`src/rtl/rsa_msg_packer.sv`:
```
// rsa_msg_packer: packs a plaintext byte stream MSB-first into padded 32-bit blocks for the RSA core
module rsa_msg_packer #(
    parameter logic [7:0] PAD_BYTE = 8'h00,
    parameter int         IDX_W    = 16
) (
    input  logic             clk,
    input  logic             reset,
    input  logic [31:0]      n,
    input  logic [7:0]       s_data,
    input  logic             s_valid,
    input  logic             s_last,
    output logic             s_ready,
    output logic [31:0]      m_block,
    output logic             m_valid,
    input  logic             m_ready,
    output logic             m_last,
    output logic [1:0]       m_pad,
    output logic             m_oor,
    output logic [IDX_W-1:0] m_index
);
    typedef enum logic {COLLECT, HOLD} state_t;
    state_t state_q, state_d;
    logic [1:0] cnt_q, cnt_d, pad_q, pad_d;
    logic [23:0] sh_q, sh_d;
    logic [31:0] blk_q, blk_d, word, packed_blk;
    logic last_q, last_d, oor_q, oor_d, acc, done, hs;
    logic [IDX_W-1:0] idx_q, idx_d;
    assign s_ready = state_q == COLLECT && !reset;
    assign m_valid = state_q == HOLD;
    assign m_block = blk_q;
    assign m_last  = last_q;
    assign m_pad   = pad_q;
    assign m_oor   = oor_q;
    assign m_index = idx_q;
    assign acc  = s_valid && s_ready;
    assign done = acc && (cnt_q == 2'd3 || s_last);
    assign hs   = m_valid && m_ready;
    assign word = {sh_q, s_data};
    // bytes collected so far sit in the low lanes; left-justify and fill the rest with padding
    assign packed_blk = cnt_q == 2'd3 ? word :
                        cnt_q == 2'd2 ? {word[23:0], PAD_BYTE} :
                        cnt_q == 2'd1 ? {word[15:0], {2{PAD_BYTE}}} :
                                        {word[7:0], {3{PAD_BYTE}}};
    always_comb begin
        state_d = state_q;
        cnt_d   = cnt_q;
        sh_d    = sh_q;
        blk_d   = blk_q;
        last_d  = last_q;
        pad_d   = pad_q;
        oor_d   = oor_q;
        idx_d   = idx_q;
        if (acc) begin
            sh_d  = {sh_q[15:0], s_data};
            cnt_d = cnt_q + 2'd1;
        end
        if (done) begin
            state_d = HOLD;
            blk_d   = packed_blk;
            last_d  = s_last;
            pad_d   = 2'd3 - cnt_q;
            oor_d   = packed_blk >= n || n == 32'd0;
        end
        if (hs) begin
            state_d = COLLECT;
            cnt_d   = 2'd0;
            sh_d    = 24'd0;
            idx_d   = last_q ? '0 : idx_q + IDX_W'(1);
        end
    end
    always_ff @(posedge clk or posedge reset) begin
        if (reset) begin
            state_q <= COLLECT;
            cnt_q   <= 2'd0;
            sh_q    <= 24'd0;
            blk_q   <= 32'd0;
            last_q  <= 1'b0;
            pad_q   <= 2'd0;
            oor_q   <= 1'b0;
            idx_q   <= '0;
        end else begin
            state_q <= state_d;
            cnt_q   <= cnt_d;
            sh_q    <= sh_d;
            blk_q   <= blk_d;
            last_q  <= last_d;
            pad_q   <= pad_d;
            oor_q   <= oor_d;
            idx_q   <= idx_d;
        end
    end
endmodule
```
`config.mk`:
```
export PLATFORM = sky130hd
export DESIGN_NAME = rsa_msg_packer
export DESIGN_NICKNAME = d
export VERILOG_FILES = /design/src/rtl/rsa_msg_packer.sv
export SDC_FILE = /design/constraint.sdc
export NUM_CORES = 1
export LEC_CHECK = 0
export ABC_AREA = 0
export BUFFER_PORTS_ARGS = -buffer_cell sky130_fd_sc_hd__clkbuf_2
export CORE_MARGIN = 2
export CORE_UTILIZATION = 55
export DETAILED_ROUTE_END_ITERATION = 7
export PLACE_DENSITY = 0.77
export SLEW_MARGIN = 20
export SYNTH_ARGS = -nofsm -noshare
export SYNTH_HDL_FRONTEND = slang
export SYNTH_SLANG_ARGS = --single-unit
export TNS_END_PERCENT = 5
```
`constraint.sdc`:
```
create_clock -name clk -period 3.43 [get_ports clk]
set_input_delay 0.343 -clock clk [delete_from_list [all_inputs] [get_ports clk]]
set_output_delay 0.343 -clock clk [all_outputs]
set_load 0.005 [all_outputs]
```
# After elaboration in Yosys (flattened, before gate mapping)
# Cells that the tools add are included.
[classes] reduce_logical=10 add_sub_neg=3 n_eq_ne=3 bitwise=1 multipliers=0 div=0 mux=10 order_cmp=1 shift=0
[op_table] op="$mux 32" n=3
[op_table] op="$mux 24" n=2
[op_table] op="$ge 32x32->1" n=1
[op_table] op="$logic_not 32->1" n=1
[op_table] op="$add 16x1->16 const B" n=1
[op_table] op="$mux 16" n=1
[op_table] op="$eq 2x2->1 const B" n=2
[op_table] op="$logic_and 1x1->1" n=4
[op_table] op="$mux 2" n=2
[op_table] op="$reduce_bool 2->1" n=2
[op_table] op="$add 2x1->2 const B" n=1
[op_table] op="$eq 2x1->1 const B" n=1
[op_table] op="$logic_or 1x1->1" n=2
[op_table] op="$mux 1" n=2
[op_table] op="$sub 2x2->2 const A" n=1
[op_table] op="$logic_not 1->1" n=1
[op_table] op="$not 1->1" n=1
[word_totals] regBits=79 input_bits=45 latchBits=0 memories=0 ramBits=0 romBits=0 elab_cells=36

# Longest topological paths before layout
[depth] word_depth=6 depth_mapped=13 ltp_nobuf=12

# Least setup slack after synthesis
# Ideal clock, no wire load.
[synth_path] path_kind="flip-flop to flip-flop" start="reg cnt_q[1]" end="reg oor_q, in the netlist m_oor" t_arrival_ps=2304 path_buffers=1 slack_ps=997 period_less_slack_ps=2433 stages_incl_launch_ff=14 setup_time_ps=129 cell_sequence="dfrtp_1 inv_1 ha_1 buf_2 mux2i_1 nor2_1 a21oi_1 o21ai_0 ha_1 a21o_1 a21oi_1 o221ai_2 o32ai_1 a21oi_1"
[synth_between] elab_chain_len=6
[synth_rtl] item="start, declared" line_no="23" rtl="logic [1:0] cnt_q, cnt_d, pad_q, pad_d;"
[synth_rtl] item="start signal, assigned" line_no="83" rtl="cnt_q <= cnt_d;"
[synth_rtl] item="$eq 2x1->1" line_no="42" rtl="cnt_q == 2'd1 ? {word[15:0], {2{PAD_BYTE}}} :"
[synth_rtl] item="$mux 32" line_no="42"
[synth_rtl] item="$mux 32" line_no="41" rtl="cnt_q == 2'd2 ? {word[23:0], PAD_BYTE} :"
[synth_rtl] item="$mux 32 *" line_no="40" rtl="assign packed_blk = cnt_q == 2'd3 ? word :"
[synth_rtl] item="net packed_blk[29]" line_no="25" rtl="logic [31:0] blk_q, blk_d, word, packed_blk;"
[synth_rtl] item="$ge 32x32->1 *" line_no="62" rtl="oor_d = packed_blk >= n || n == 32'd0;"
[synth_rtl] item="$logic_or 1x1->1 *" line_no="62"
[synth_rtl] item="end signal, assigned" line_no="88" rtl="oor_q <= oor_d;"
[synth_rtl] item="end, declared" line_no="26" rtl="logic last_q, last_d, oor_q, oor_d, acc, done, hs;"
# Mark *: on every way through the listed nets, which the timed path passes. The rest lies on a longest branch.
# A chain may end at the register's enable or synchronous reset.

# Final worst setup path
# Same ends and word-level chain as after synthesis.

==> flow_metrics.py <==
metrics = {
    "worst_setup_path": {
        "path_buf_inv": 1,
        "path_cells": "inv_1 -> ha_1 -> mux2i_1 -> nor2_1 -> a21oi_1 -> o21ai_0 -> ha_1 -> a21o_1 -> a21oi_1 -> o221ai_2 -> o32ai_1 -> a21oi_1",
        "cp-end-kind": "register",
        "worstPathArrival_ns": 3.08,
        "max_stage_delay_ns": 0.45,
        "crit_top_cell": "a21oi_1",
        "startpoint": "cnt_q[1]",
        "crit_required_ns": 3.68,
        "r2r_start": "cnt_q[1]",
        "slowest_stage": "dfrtp_1",
        "startpoint_type": "register",
        "worst-path-max-fanout": 8,
        "critPathKind": "reg -> reg",
        "cp_top_family": "compound AO/OA/AOI/OAI gates",
    },
    "sta": {
        "fin_tns_setup_ns": 0,
        "rsz0062_at_grt": "no",
        "slew_violations": 0,
        "fmax_mhz": 352.3,
        "setup_slack_ns": 0.5917,
        "worstMarginPinSlew_ns": 0.8364,
        "fin_worst_skew_ns": 0.01016,
        "timing_hold_violations_final": 0,
        "setup_violations": 0,
        "fin_crit_sh": 0.8275,
        "period_minus_slack_ns": 2.838,
        "relSlewSlack": 0.4403,
    },
    "clock_network": {
        "clkSinkCount": 79,
        "clock_latency_ns": 0.37,
        "ctsHtreeMaxLevel": 3,
        "ctsLongestPathBuffers": 2,
        "clkSlewWorstSetupHoldPaths_ns": 0.08,
        "ctsResizeCount": 0,
        "cts_buffers": 9,
        "holdBufCountCts": 0,
        "postCtsSetupRepairBufs": 0,
        "cts_tree": "done",
        "root_buffer": "clkbuf_8",
    },
    "layout": {
        "final_cells": 723,
        "fin_area_um2": 5483,
        "fill_cells": 685,
        "nNetsFinal": 696,
        "seqCellArea_um2": 1977,
        "antenna_cells": 0,
        "multi_input_area_um2": 2467,
        "drive_gt1_frac": 0.2330,
        "area_growth_pct": 16.76,
    },
    "synth": {
        "syn_nets": 605,
        "synth_compound_area_frac": 0.1170,
        "yosys_warnings": 0,
        "synth_most_common_cell": "nand2_1",
        "ys.flop_type": "dfrtp_1",
        "synthSimpleGateAreaFrac": 0.2145,
        "syn_inst": 522,
        "avgSynthCellArea_um2": 8.996,
        "yosys-top-cells-area": "dfrtp_1 42%, ha_1 10%, nand2_1 8.2%, mux2_2 4.1%, o21ai_0 3.4%",
        "ys_types": 44,
        "synth_edf_count": 0,
        "synth_area_um2": 4696,
        "synth_top_family_by_area": "simple AND/OR/NAND/NOR gates",
        "ys_seq_area_frac": 0.4210,
        "synth-seq-cells": 79,
        "async_flop_share": 1.000,
        "synthMuxAreaShare": 0.07221,
        "yosys.area.top_type_share": 0.4210,
        "synthAdderAreaFrac": 0.1013,
        "synth_largest_area_cell": "dfrtp_1",
        "synth_xor_area_frac": 0.02052,
        "synth_commonest_cells": "103 x nand2_1, 79 x dfrtp_1, 38 x ha_1",
    },
    "min_path": {
        "min_path_type": "in -> async",
    },
    "die": {
        "core_um2": 8258,
        "rows": 33,
        "io_pins": 99,
        "dieArea_um2": 9293,
        "die_y_um": 96.40,
        "die_w_um": 96.40,
        "initial_core_util": 0.5686,
    },
    "placed_design": {
        "dp_hpwl_mm": 8.971,
        "port_buffers": 98,
        "dpl.cell_count": 706,
        "pre_cts_ws_ns": 0.5937,
        "placed_area_um2": 5243,
        "routabilityCongestion": 0.8838,
    },
    "flow_run": {
        "maxCapViolations": 0,
    },
    "drt": {
        "drt_iter0_markers": 334,
        "dr_total_vias": 4203,
        "routedWlPerCell_um": 16.93,
        "via_per_inst": 5.813,
        "ant_nets": 0,
        "drcViolationCount": 0,
        "dr.pass1.iters": 5,
        "finalWirelength_mm": 12.24,
    },
    "grt": {
        "grtUsageTotal": 0.2827,
        "globalRouteOverflowTotal": 0,
        "grt_pass1_wl_mm": 19.89,
        "first_global_vias": 4047,
        "grt_max_degree": 80,
        "antenna_found_initial": 0,
    },
    "pwr": {
        "pwr-share-clk": 0.216,
        "swShare": 0.3853,
        "p_per_area_nw_per_um2": 660.9,
        "power_uw": 3623,
        "p_int_uw": 2227,
        "p_sw_uw": 1396,
        "power_frac_seq": 0.415,
        "combPwrFrac": 0.368,
        "p_leak_uw": 0.002935,
        "vdd_drop_max_mv": 0.4244,
    },
    "status": {
        "outcome": "complete, no violations",
    },
}
## cells by family (layout without fill, tap and decap cells)
kind of cell	after synthesis	after routing
AOI/OAI and AO/OA	89	89
xor gates and xnor gates	11	11
adders and majority gates	38	38
buffers and inverters	61	157
DFF	79	79
muxes	31	31
and+or+nand+nor	213	213
## worst paths after layout
check | cells after the start | slack [ns] | end
max | 12 | 0.59 | m_oor
min | 3 | 0.09 | m_index[0]
max reg2reg | 12 | 0.59 | m_oor
min reg2reg | 1 | 0.49 | m_block[9]
max in group asynchronous | 4 | 2.74 | m_block[23]
min in group clk | 3 | 0.23 | m_last
## worst min-delay path: cells and delay by family
family / cells / cell delay [ns]
buffers and inverters: 3 / 0.57
## through the flow
stage,utilization,hold slack [ns]
6_report,0.6639,0.09461
5_1_grt,0.6639,0.1485
4_1_cts,0.6615,0.2289
3_5_place_dp,0.6348,0.4786
3_3_place_gp,0.6348,0.4603
2_1_floorplan,-,0.4484
## area by class of cell
class | count | share of cell area
sequential | 79 | 0.3606
tap | 105 | 0.02396
inverter | 37 | 0.02533
multi-input combinational | 382 | 0.4500
clock inverter | 6 | 0.01689
clock buffer | 10 | 0.02328
timing repair buffer | 104 | 0.09995
## sequential cells by signal, summed over array words and instances (netlist names)
register / count
m_last: 1
m_valid: 1
m_block: 32
m_index: 16
m_pad: 2
cnt_q: 2
m_oor: 1
sh_q: 24
## layout by cell type (no fill, tap or decap), drive strengths merged, types with 4 or more instances in the layout
cell type    n
nor4        12
nand3       31
mux2i        8
a21oi       25
buf          6
o21a         4
dfrtp       79
mux2        23
clkbuf     108
nand4       10
nor2        30
a22oi        5
and2        11
ha          38
o21ai       33
xnor2        5
a22o        10
xor2         6
nand2      103
a21o         5
inv         39
## power groups by stage
stage | clock (uW) | combinational (uW) | sequential, uW
floorplan | 0 | 853 | 1450
detailed placement | 0 | 1320 | 1510
global placement | 0 | 1260 | 1500
CTS | 800 | 1320 | 1500
global route | 841 | 1510 | 1540
finish | 784 | 1330 | 1510
## layer usage
metal / routed length (um) / global-route usage / vias up / share of wire
li1: - / - / 1982 / -
met1: 5435 / 0.3911 / 2019 / 0.44
met2: 5616 / 0.4485 / 181 / 0.46
met3: 935 / 0.05586 / 21 / 0.076
met4: 251 / 0.09272 / 0 / 0.021
met5: 0 / 0 / - / 0
Note: power is estimated with default switching activity, not from simulation.
